$ cat src/rtl/branch_pkg.sv
// Shared types for the branch predict unit: control-transfer encoding, 2-bit
// counter states, BTB write operations and the default BTB entry layout.
package branch_pkg;

  typedef enum logic [1:0] {
    CT_NONE   = 2'b00,
    CT_BRANCH = 2'b01,
    CT_JAL    = 2'b10,
    CT_JALR   = 2'b11
  } ctrl_transfer_e;

  localparam logic [1:0] SNT = 2'b00;
  localparam logic [1:0] WNT = 2'b01;
  localparam logic [1:0] WT  = 2'b10;
  localparam logic [1:0] ST  = 2'b11;

  localparam int DEF_PC_W      = 9;
  localparam int DEF_BTB_DEPTH = 16;
  localparam int DEF_IDX_W     = $clog2(DEF_BTB_DEPTH);
  localparam int DEF_TAG_W     = DEF_PC_W - DEF_IDX_W - 2;

  // Entry layout at the default geometry; btb_ram mirrors it at its own widths.
  typedef struct packed {
    logic                 valid;
    logic [DEF_TAG_W-1:0] tag;
    logic [DEF_PC_W-1:0]  target;
    logic [1:0]           ctr;
  } btb_entry_t;

  typedef enum logic [1:0] {
    WR_INVAL  = 2'b00,
    WR_BRANCH = 2'b01,
    WR_JUMP   = 2'b10
  } btb_wr_e;

  function automatic logic [1:0] ctr_update(input logic [1:0] ctr, input logic taken);
    if (taken) return (ctr == ST) ? ST : ctr + 2'd1;
    else       return (ctr == SNT) ? SNT : ctr - 2'd1;
  endfunction

endpackage

$ cat src/rtl/btb_ram.sv
// Flop-based direct-mapped BTB: one combinational read port, one synchronous
// read-modify-write port and a synchronous clear of valid bits and counters.
module btb_ram
  import branch_pkg::*;
#(
  parameter int PC_W  = DEF_PC_W,
  parameter int DEPTH = DEF_BTB_DEPTH,
  localparam int IDX_W = $clog2(DEPTH),
  localparam int TAG_W = PC_W - IDX_W - 2
) (
  input  logic             clk,
  input  logic             rst_n,
  input  logic [IDX_W-1:0] rd_idx,
  output logic             rd_valid,
  output logic [TAG_W-1:0] rd_tag,
  output logic [PC_W-1:0]  rd_target,
  output logic [1:0]       rd_ctr,
  input  logic             wr_en,
  input  btb_wr_e          wr_kind,
  input  logic [IDX_W-1:0] wr_idx,
  input  logic [TAG_W-1:0] wr_tag,
  input  logic [PC_W-1:0]  wr_target,
  input  logic             wr_taken
);

  typedef struct packed {
    logic             valid;
    logic [TAG_W-1:0] tag;
    logic [PC_W-1:0]  target;
    logic [1:0]       ctr;
  } entry_t;

  entry_t mem_q [DEPTH];
  entry_t mem_d [DEPTH];
  logic   wr_hit;

  // Reads see the registered table only, so a same-cycle write is not bypassed.
  assign rd_valid  = mem_q[rd_idx].valid;
  assign rd_tag    = mem_q[rd_idx].tag;
  assign rd_target = mem_q[rd_idx].target;
  assign rd_ctr    = mem_q[rd_idx].ctr;

  always_comb begin
    mem_d  = mem_q;
    wr_hit = mem_q[wr_idx].valid && (mem_q[wr_idx].tag == wr_tag);
    if (wr_en) begin
      case (wr_kind)
        WR_INVAL: mem_d[wr_idx].valid = 1'b0;
        WR_BRANCH: begin
          if (wr_hit) begin
            mem_d[wr_idx].ctr = ctr_update(mem_q[wr_idx].ctr, wr_taken);
            if (wr_taken) mem_d[wr_idx].target = wr_target;
          end else if (wr_taken) begin
            mem_d[wr_idx] = '{valid: 1'b1, tag: wr_tag, target: wr_target, ctr: WT};
          end
        end
        WR_JUMP: mem_d[wr_idx] = '{valid: 1'b1, tag: wr_tag, target: wr_target, ctr: ST};
        default: ;
      endcase
    end
  end

  always_ff @(posedge clk) begin
    if (!rst_n) begin
      for (int i = 0; i < DEPTH; i++) begin
        mem_q[i].valid <= 1'b0;
        mem_q[i].ctr   <= WNT;
      end
    end else begin
      mem_q <= mem_d;
    end
  end

endmodule

$ cat src/rtl/branch_predict_unit.sv
// BTB-based next-PC prediction at IF and branch/JAL/JALR resolution at EX with
// mispredict redirect, BTB training and saturating performance counters.
module branch_predict_unit
  import branch_pkg::*;
#(
  parameter int PC_W      = 9,
  parameter int BTB_DEPTH = 16,
  parameter int CNT_W     = 16
) (
  input  logic             clk,
  input  logic             rst_n,
  input  logic [PC_W-1:0]  if_pc,
  output logic             if_pred_taken,
  output logic [PC_W-1:0]  if_pred_target,
  input  logic             ex_valid,
  input  logic             ex_stall,
  input  logic [PC_W-1:0]  ex_pc,
  input  logic [1:0]       ex_ctrl_transfer,
  input  logic [31:0]      ex_imm,
  input  logic [31:0]      ex_alu_result,
  input  logic             ex_pred_taken,
  input  logic [PC_W-1:0]  ex_pred_target,
  output logic             redirect,
  output logic [PC_W-1:0]  redirect_pc,
  output logic [CNT_W-1:0] branch_cnt,
  output logic [CNT_W-1:0] mispred_cnt
);

  localparam int IDX_W = $clog2(BTB_DEPTH);
  localparam int TAG_W = PC_W - IDX_W - 2;

  logic             rd_valid;
  logic [TAG_W-1:0] rd_tag;
  logic [PC_W-1:0]  rd_target;
  logic [1:0]       rd_ctr;
  logic             if_hit;

  ctrl_transfer_e   ct;
  logic             ex_live, resolve, stale, taken;
  logic [PC_W-1:0]  target, fallthrough;
  logic             wr_en;
  btb_wr_e          wr_kind;

  logic [CNT_W-1:0] branch_cnt_q, branch_cnt_d;
  logic [CNT_W-1:0] mispred_cnt_q, mispred_cnt_d;

  // Operand bits above the PC width and the byte offset of if_pc never matter.
  logic unused_bits;
  assign unused_bits = ^{ex_imm[31:PC_W], ex_alu_result[31:PC_W], if_pc[1:0]};

  btb_ram #(.PC_W(PC_W), .DEPTH(BTB_DEPTH)) u_btb (
    .clk       (clk),
    .rst_n     (rst_n),
    .rd_idx    (if_pc[IDX_W+1:2]),
    .rd_valid  (rd_valid),
    .rd_tag    (rd_tag),
    .rd_target (rd_target),
    .rd_ctr    (rd_ctr),
    .wr_en     (wr_en),
    .wr_kind   (wr_kind),
    .wr_idx    (ex_pc[IDX_W+1:2]),
    .wr_tag    (ex_pc[PC_W-1:IDX_W+2]),
    .wr_target (target),
    .wr_taken  (taken)
  );

  always_comb begin
    if_hit         = rd_valid && (rd_tag == if_pc[PC_W-1:IDX_W+2]);
    if_pred_taken  = if_hit && rd_ctr[1];
    if_pred_target = if_hit ? rd_target : '0;
  end

  always_comb begin
    ct          = ctrl_transfer_e'(ex_ctrl_transfer);
    ex_live     = ex_valid && !ex_stall;
    resolve     = ex_live && (ct != CT_NONE);
    stale       = ex_live && (ct == CT_NONE) && ex_pred_taken;
    fallthrough = ex_pc + PC_W'(4);
    taken       = 1'b0;
    target      = ex_pc + ex_imm[PC_W-1:0];
    case (ct)
      CT_BRANCH: taken = ex_alu_result[0];
      CT_JAL:    taken = 1'b1;
      CT_JALR: begin
        taken  = 1'b1;
        target = {ex_alu_result[PC_W-1:1], 1'b0};
      end
      default: ;
    endcase

    redirect    = 1'b0;
    redirect_pc = '0;
    if (resolve) begin
      redirect    = (ex_pred_taken != taken) || (taken && (ex_pred_target != target));
      redirect_pc = taken ? target : fallthrough;
    end else if (stale) begin
      redirect    = 1'b1;
      redirect_pc = fallthrough;
    end

    wr_en   = resolve || stale;
    wr_kind = stale ? WR_INVAL : ((ct == CT_BRANCH) ? WR_BRANCH : WR_JUMP);

    branch_cnt_d  = branch_cnt_q;
    mispred_cnt_d = mispred_cnt_q;
    if (resolve && (branch_cnt_q != '1)) branch_cnt_d = branch_cnt_q + CNT_W'(1);
    if (redirect && (mispred_cnt_q != '1)) mispred_cnt_d = mispred_cnt_q + CNT_W'(1);
  end

  always_ff @(posedge clk) begin
    if (!rst_n) begin
      branch_cnt_q  <= '0;
      mispred_cnt_q <= '0;
    end else begin
      branch_cnt_q  <= branch_cnt_d;
      mispred_cnt_q <= mispred_cnt_d;
    end
  end

  assign branch_cnt  = branch_cnt_q;
  assign mispred_cnt = mispred_cnt_q;

endmodule

$ cat config.mk
export PLATFORM = sky130hd
export DESIGN_NAME = branch_predict_unit
export DESIGN_NICKNAME = d
export VERILOG_FILES = /design/src/rtl/branch_pkg.sv /design/src/rtl/btb_ram.sv /design/src/rtl/branch_predict_unit.sv
export SDC_FILE = /design/constraint.sdc
export NUM_CORES = 1
export LEC_CHECK = 0
export CAP_MARGIN = 20
export CORE_AREA = 2 2 216 218
export DETAILED_ROUTE_END_ITERATION = 8
export DIE_AREA = 0 0 218 220
export PLACE_DENSITY = 0.57
export SYNTH_ARGS = -nofsm -noshare
export SYNTH_HDL_FRONTEND = slang
export SYNTH_SLANG_ARGS = --single-unit
$ cat constraint.sdc
create_clock -name clk -period 33.6 [get_ports clk]
set_input_delay 6.72 -clock clk [delete_from_list [all_inputs] [get_ports clk]]
set_output_delay 6.72 -clock clk [all_outputs]
set_load 0.01 [all_outputs]
==> flow_metrics.tcl, run 1 <==
set metrics [dict create \
    outcome "finished clean" \
    critical-path-top-cell-by-count "clkdlybuf4s50_1" \
    cts_hold_buf 0 \
    detail_route.drc_violations 0 \
    syn-instance-count 1451 \
    grt_start_max_net_pins 193 \
    worst_slew_pin_slew_ps 1200 \
    post_detailed_route_count_of_antenna_violating_nets 0 \
    cts_buffer_depth 3 \
    areaGrowthSynthToFinish_pct 16.3 \
    fmax_ghz 0.0569 \
    worstSetupPathType "in2out" \
    cts-resized-gates 0 \
    net-switching-power_mw 0.211 \
    seq_power_share 0.440 \
    critical_path.top_delay_family "buffers and inverters" \
    drt-wirelength-per-cell_um 22.3 \
    area.sequential_um2 7370 \
    via_count 12200 \
    synth_nets 1564 \
    area_used_by_multi_input_combinational_logic_um2 7960 \
    post_synth_num_cell_types 67 \
    detail_route.wirelength_mm 47.4 \
    antenna_cell_count 0 \
    layout_min_cycle_time_ps 17590 \
    synth_warnings 0 \
    power_density_nw_per_um2 45.6 \
    power_frac_clock 0.431 \
    cts-root-buf "clkbuf_16" \
    synth.cell_area_um2 15800 \
    async_reset_ff_frac 0 \
    width_of_the_chip_um 218 \
    rsz0062_at_grt "no" \
    synth_edf_count 192 \
    port_buffers 101 \
    grt-ovfl-total 0 \
    die-height_um 220 \
    ioPinCount 150 \
    cap_viol_max_count 0 \
    avgSynthCellArea_um2 10.9 \
    cp_max_fo 29 \
    global_route.usage.total 0.195 \
    h-tree-depth 1 \
    nNetsFinal 1606 \
    first_iter_violations 1062 \
    layout.filler_cells 4453 \
    cp.required_ps 26880 \
    dp_hpwl_mm 31.3 \
    vias_per_cell 5.76 \
    grt_pass1_wl_mm 72.5 \
    hold_violations 0 \
    postCtsSetupBuffers 0 \
    timing.max_slew.rel_slack 0.199 \
    tritoncts_num_sinks 272 \
    critPathCaptureType "primary output" \
    postSynth.topFlopCell "edfxtp_1" \
    seq_area_frac_synth 0.466 \
    routabilityCongestion 0.835 \
    crit_chain "clkdlybuf4s50_1 -> ha_1 -> nor3b_1 -> o31ai_1 -> o311a_1 -> xnor2_1 -> nor4_1 -> o2111a_1 -> nor2_1 -> clkdlybuf4s50_1" \
    p_int_mw 0.627 \
    initial_core_util 0.345 \
    timing.final.max_slew_violations 0 \
    worst_hold_slack_across_all_endpoints_ps 478 \
    num_rows 79 \
    crit_path_top_delay_cell "clkdlybuf4s50_1" \
    switching_part_of_the_total 0.252 \
    share_of_layout_cells_above_drive_strength_1 0.131 \
    first_pass_iters 5 \
    vdd.ir_drop.worst_v 0.0000286 \
    total_leakage_power_nw 6.64 \
    number_of_endpoints_failing_setup_at_the_final_stage 0 \
    power.combinational.fraction 0.129 \
    first_global_vias 12000 \
    timing.final.crit_share 0.523 \
    cpPeakStageDelay_ps 870 \
    ys_ff_latch 272 \
    worst-endpoint-arrival_ps 10870 \
    report.power.total_mw 0.838 \
    setup-tns-final_ps 0 \
    clock_network_latency_to_the_later_pin_of_the_worst_skew_pair_ps 590 \
    cts.clk_slew.worst_paths_ps 60 \
    min-delay-path-class "reg2reg" \
    antenna_found_initial 0 \
    fin_worst_skew_ps 23.9 \
    die_area_um2 48000 \
    cts_inserted_buffers 30 \
    clock_tree_from_tritoncts "done" \
    core_region_area_um2 45900 \
    cp-start-kind "primary input" \
    cp_num_buf_inv 2 \
]
cells by family (layout without fill, tap and decap cells):
| kind of cell | after synthesis | in the layout | share of synthesized area |
|---|---|---|---|
| fa+ha+maj | 16 | 16 | 0.0130 |
| xor+xnor | 38 | 38 | 0.0229 |
| flops | 272 | 272 | 0.466 |
| buf+inv | 127 | 193 | 0.0317 |
| simple gates | 468 | 468 | 0.133 |
| compound gates | 339 | 339 | 0.134 |
| mux | 191 | 191 | 0.199 |
per-stage QoR:
stage / instance area, um2 / setup slack [ps] / cells / utilization
after global routing: 18400 / 15760 / 2124 / 0.401
final: 18400 / 16010 / 2124 / 0.401
after detailed placement: 17300 / 16070 / 2067 / 0.378
after CTS: 18400 / 16070 / 2123 / 0.401
after global placement: 17300 / 16100 / 2066 / 0.377
after floorplan: 15800 / 10730 / 1451 / -
per-layer routing:
layer  wire length (um)  global-route usage
met4               1450              0.0612
met3               3080              0.0324
met2              22200               0.316
met1              20700               0.267
met5                  0                   0
cell type report:
class                   instances  area share
multi-input cells            1052       0.433
flip-flops and latches        272       0.401
repair buffers                125      0.0650
clock buffers                  37      0.0428
well taps                     607      0.0413
clock inverters                19      0.0152
inverters                      12     0.00245
tightest hold or removal path, cell delays in order (launching register included):
cell and delay, ps:
dfxtp_1 310, nand2_1 60, mux2i_1 60
cell usage after synthesis (2+ instances only):
library cell  count  share of area
a211oi_1          3         0.0014
a21oi_1          87          0.028
a22o_1           23          0.013
a22oi_1           3         0.0014
a32o_1            7         0.0044
and2_1           24         0.0095
and3_1           11         0.0044
and4_1            2         0.0011
buf_1            10         0.0024
buf_2            11         0.0035
clkbuf_1         92          0.022
dfxtp_1          80           0.10
edfxtp_1        192           0.36
ha_1             14          0.011
inv_1            11         0.0026
mux2_2            2         0.0014
mux2i_1          90          0.057
mux4_2           99           0.14
nand2_1         171          0.041
nand2b_1         12         0.0047
nand3_1          10         0.0032
nand4_1           7         0.0028
nand4b_1          2         0.0011
nor2_1          154          0.037
nor2b_1          22         0.0087
nor3_1           23         0.0073
nor3b_1           3         0.0014
nor4_1            5         0.0020
o211a_1           2         0.0013
o21ai_0         113          0.036
o21ai_1          13         0.0041
o221a_2          16          0.011
o221ai_1          2         0.0011
o22ai_1          43          0.017
o2bb2ai_1         2         0.0011
o31ai_1          11         0.0052
or2_2             2        0.00079
or3_1             5         0.0020
or4_1            10         0.0047
xnor2_1          16         0.0089
xor2_1           20          0.011
placed cells by master (no fill, tap or decap), types with 11 or more instances in the layout:
cell type	instances
xnor2_1	16
and2_1	24
a21oi_1	87
xor2_1	20
o221a_2	16
ha_1	14
o31ai_1	11
edfxtp_1	192
dfxtp_1	80
clkdlybuf4s50_1	99
a22o_1	23
nand2b_1	12
buf_4	24
nor3_1	22
o22ai_1	43
mux4_2	99
mux2i_1	90
inv_1	11
o21ai_0	113
nand2_1	171
nor2_1	154
clkbuf_16	30
o21ai_1	13
nor2b_1	21
worst paths after layout:
check	start	slack [ps]	to	cells past startpoint
setup / recovery	ex_pc[4]	16010	redirect	10
hold / removal	register	480	register	2
setup reg to reg	register	29250	register	9
hold reg to reg	register	480	register	2
power by group through the flow:
stage | sequential [mW] | clock, mW | combinational [mW]
after global placement | 0.376 | 0 | 0.106
final | 0.369 | 0.361 | 0.108
after CTS | 0.369 | 0.366 | 0.108
after detailed placement | 0.376 | 0 | 0.107
after floorplan | 0.378 | 0 | 0.0702
after global routing | 0.370 | 0.380 | 0.116
Note: power is estimated with default switching activity, not from simulation.
==> run 2, diff against run 1 <==
--- a/config.mk
+++ b/config.mk
@@ -9,7 +9,7 @@
 export CORE_AREA = 2 2 216 218
 export DETAILED_ROUTE_END_ITERATION = 8
 export DIE_AREA = 0 0 218 220
-export PLACE_DENSITY = 0.57
+export PLACE_DENSITY = 0.59
 export SYNTH_ARGS = -nofsm -noshare
 export SYNTH_HDL_FRONTEND = slang
 export SYNTH_SLANG_ARGS = --single-unit
==> constraint.sdc (replaced) <==
create_clock -name clk -period 14.1 [get_ports clk]
set_input_delay 2.82 -clock clk [delete_from_list [all_inputs] [get_ports clk]]
set_output_delay 2.82 -clock clk [all_outputs]
set_load 0.01 [all_outputs]
==> flow_metrics.tcl, run 2 (same netlist as run 1, synthesis figures left out) <==
set metrics [dict create \
    cts_inserted_buffers 30 \
    first_iter_violations 1373 \
    grt-ovfl-total 0 \
    setup-tns-final_ps 0 \
    cts-resized-gates 0 \
    layout_min_cycle_time_ps 9960 \
    grt_pass1_wl_mm 72.1 \
    timing.final.max_slew_violations 0 \
    rsz0062_at_grt "no" \
    total_leakage_power_nw 6.66 \
    layout.filler_cells 4478 \
    critical-path-top-cell-by-count "clkdlybuf4s50_1" \
    tritoncts_num_sinks 272 \
    fin_worst_skew_ps 9.65 \
    fmax_ghz 0.100 \
    hold_violations 0 \
    cp-start-kind "primary input" \
    antenna_found_initial 0 \
    via_count 12300 \
    mostFrequentLayoutCells "192 x edfxtp_1, 171 x nand2_1, 154 x nor2_1, 113 x o21ai_0" \
    power_density_nw_per_um2 107 \
    grt_start_max_net_pins 193 \
    nNetsFinal 1605 \
    clock_tree_from_tritoncts "done" \
    die_area_um2 48000 \
    min-delay-path-class "reg2reg" \
    timing.max_slew.rel_slack 0.245 \
    core_region_area_um2 45900 \
    worst-endpoint-arrival_ps 7140 \
    worst_slew_pin_slew_ps 1130 \
    die-height_um 220 \
    routabilityCongestion 0.855 \
    cp.required_ps 11280 \
    h-tree-depth 1 \
    report.power.total_mw 1.96 \
    cp_max_fo 29 \
    cts_hold_buf 0 \
    timing.critical_path.from "ex_pc[4]" \
    final_common_cell "edfxtp_1" \
    port_buffers 101 \
    critical_path.top_delay_family "compound AO/OA/AOI/OAI gates" \
    initial_core_util 0.345 \
    num_rows 79 \
    areaGrowthSynthToFinish_pct 16.2 \
    dp_hpwl_mm 30.9 \
    width_of_the_chip_um 218 \
    cap_viol_max_count 0 \
    first_pass_iters 5 \
    layout_setup_ws_ps 4140 \
    global_route.usage.total 0.194 \
    share_of_layout_cells_above_drive_strength_1 0.136 \
    worst_hold_slack_across_all_endpoints_ps 471 \
    post_detailed_route_count_of_antenna_violating_nets 0 \
    pre_cts_slack_ps 4230 \
    detail_route.drc_violations 0 \
    detail_route.wirelength_mm 46.9 \
    timing.final.crit_share 0.706 \
    worstSetupPathType "in2out" \
    vdd.ir_drop.worst_v 0.000107 \
    crit_chain "clkdlybuf4s50_1 -> ha_1 -> nor3b_1 -> o31ai_1 -> o311a_1 -> xnor2_1 -> nor4_1 -> o2111a_1 -> nor2_1 -> clkdlybuf4s50_1" \
    ioPinCount 150 \
    vias_per_cell 5.80 \
    critPathCaptureType "primary output" \
    drt-wirelength-per-cell_um 22.1 \
    clock_network_latency_to_the_later_pin_of_the_worst_skew_pair_ps 570 \
    antenna_cell_count 0 \
    first_global_vias 12100 \
    crit_path_top_delay_cell "clkdlybuf4s50_1" \
    outcome "finished clean" \
    cts.clk_slew.worst_paths_ps 60 \
    postCtsSetupBuffers 0 \
    cts_buffer_depth 3 \
    cp_num_buf_inv 2 \
    cts-root-buf "clkbuf_16" \
    cpPeakStageDelay_ps 860 \
    number_of_endpoints_failing_setup_at_the_final_stage 0 \
]
-- run 2: cell types whose count changed in the layout (fill, tap and decap cells not counted), sizes merged --
cell / before / now
clkinvlp: 2 / 0
clkinv: 10 / 9
inv: 12 / 13
bufinv: 7 / 2
buf: 26 / 25
clkbuf: 37 / 44
-- run 2: through the flow --
step	util	std cells	instance area, um2
after global routing	0.401	2123	18400
after CTS	0.400	2119	18300
final	0.401	2123	18400
after global placement	0.377	2063	17300
after detailed placement	0.377	2063	17300
after floorplan	-	1451	15800
-- run 2: final cells by class --
class	count	area [um2]	area share
inverters	12	45.0	0.00245
clock inverters	12	116	0.00633
flip-flops and latches	272	7370	0.401
repair buffers	124	1200	0.0652
well taps	607	759	0.0413
clock buffers	44	926	0.0504
multi-input cells	1052	7970	0.433
-- run 2: worst register-to-register path, cell delays in order, from the launching register on --
cell,delay [ps]
edfxtp_1,430
mux4_2,510
mux4_2,480
xnor2_1,140
nand2_1,120
or3b_1,380
buf_4,240
nand2b_1,130
a21oi_1,100
nor3_4,200
buf_12,740
-- run 2: path summary, 6_finish.rpt --
check | endpoint | slack (ps) | depth (start not counted)
max | redirect | 4140 | 10
min | register | 470 | 2
min reg2reg | register | 470 | 2
max reg2reg | register | 10050 | 10
-- run 2: report_power, final --
| group | leakage (nW) | total, mW | internal, mW | switching [mW] |
|---|---|---|---|---|
| combinational | 3.73 | 0.255 | 0.0990 | 0.156 |
| clock | 0.526 | 0.824 | 0.490 | 0.334 |
| sequential | 2.40 | 0.880 | 0.871 | 0.00841 |
| total | 6.66 | 1.96 | 1.46 | 0.498 |
-- run 2: layer usage --
metal / track usage / vias to the layer above / wire length (um)
li1: - / 5588 / -
met4: 0.0703 / 0 / 1660
met2: 0.319 / 461 / 22400
met5: 0 / - / 0
met1: 0.260 / 6173 / 19900
met3: 0.0277 / 93 / 2840
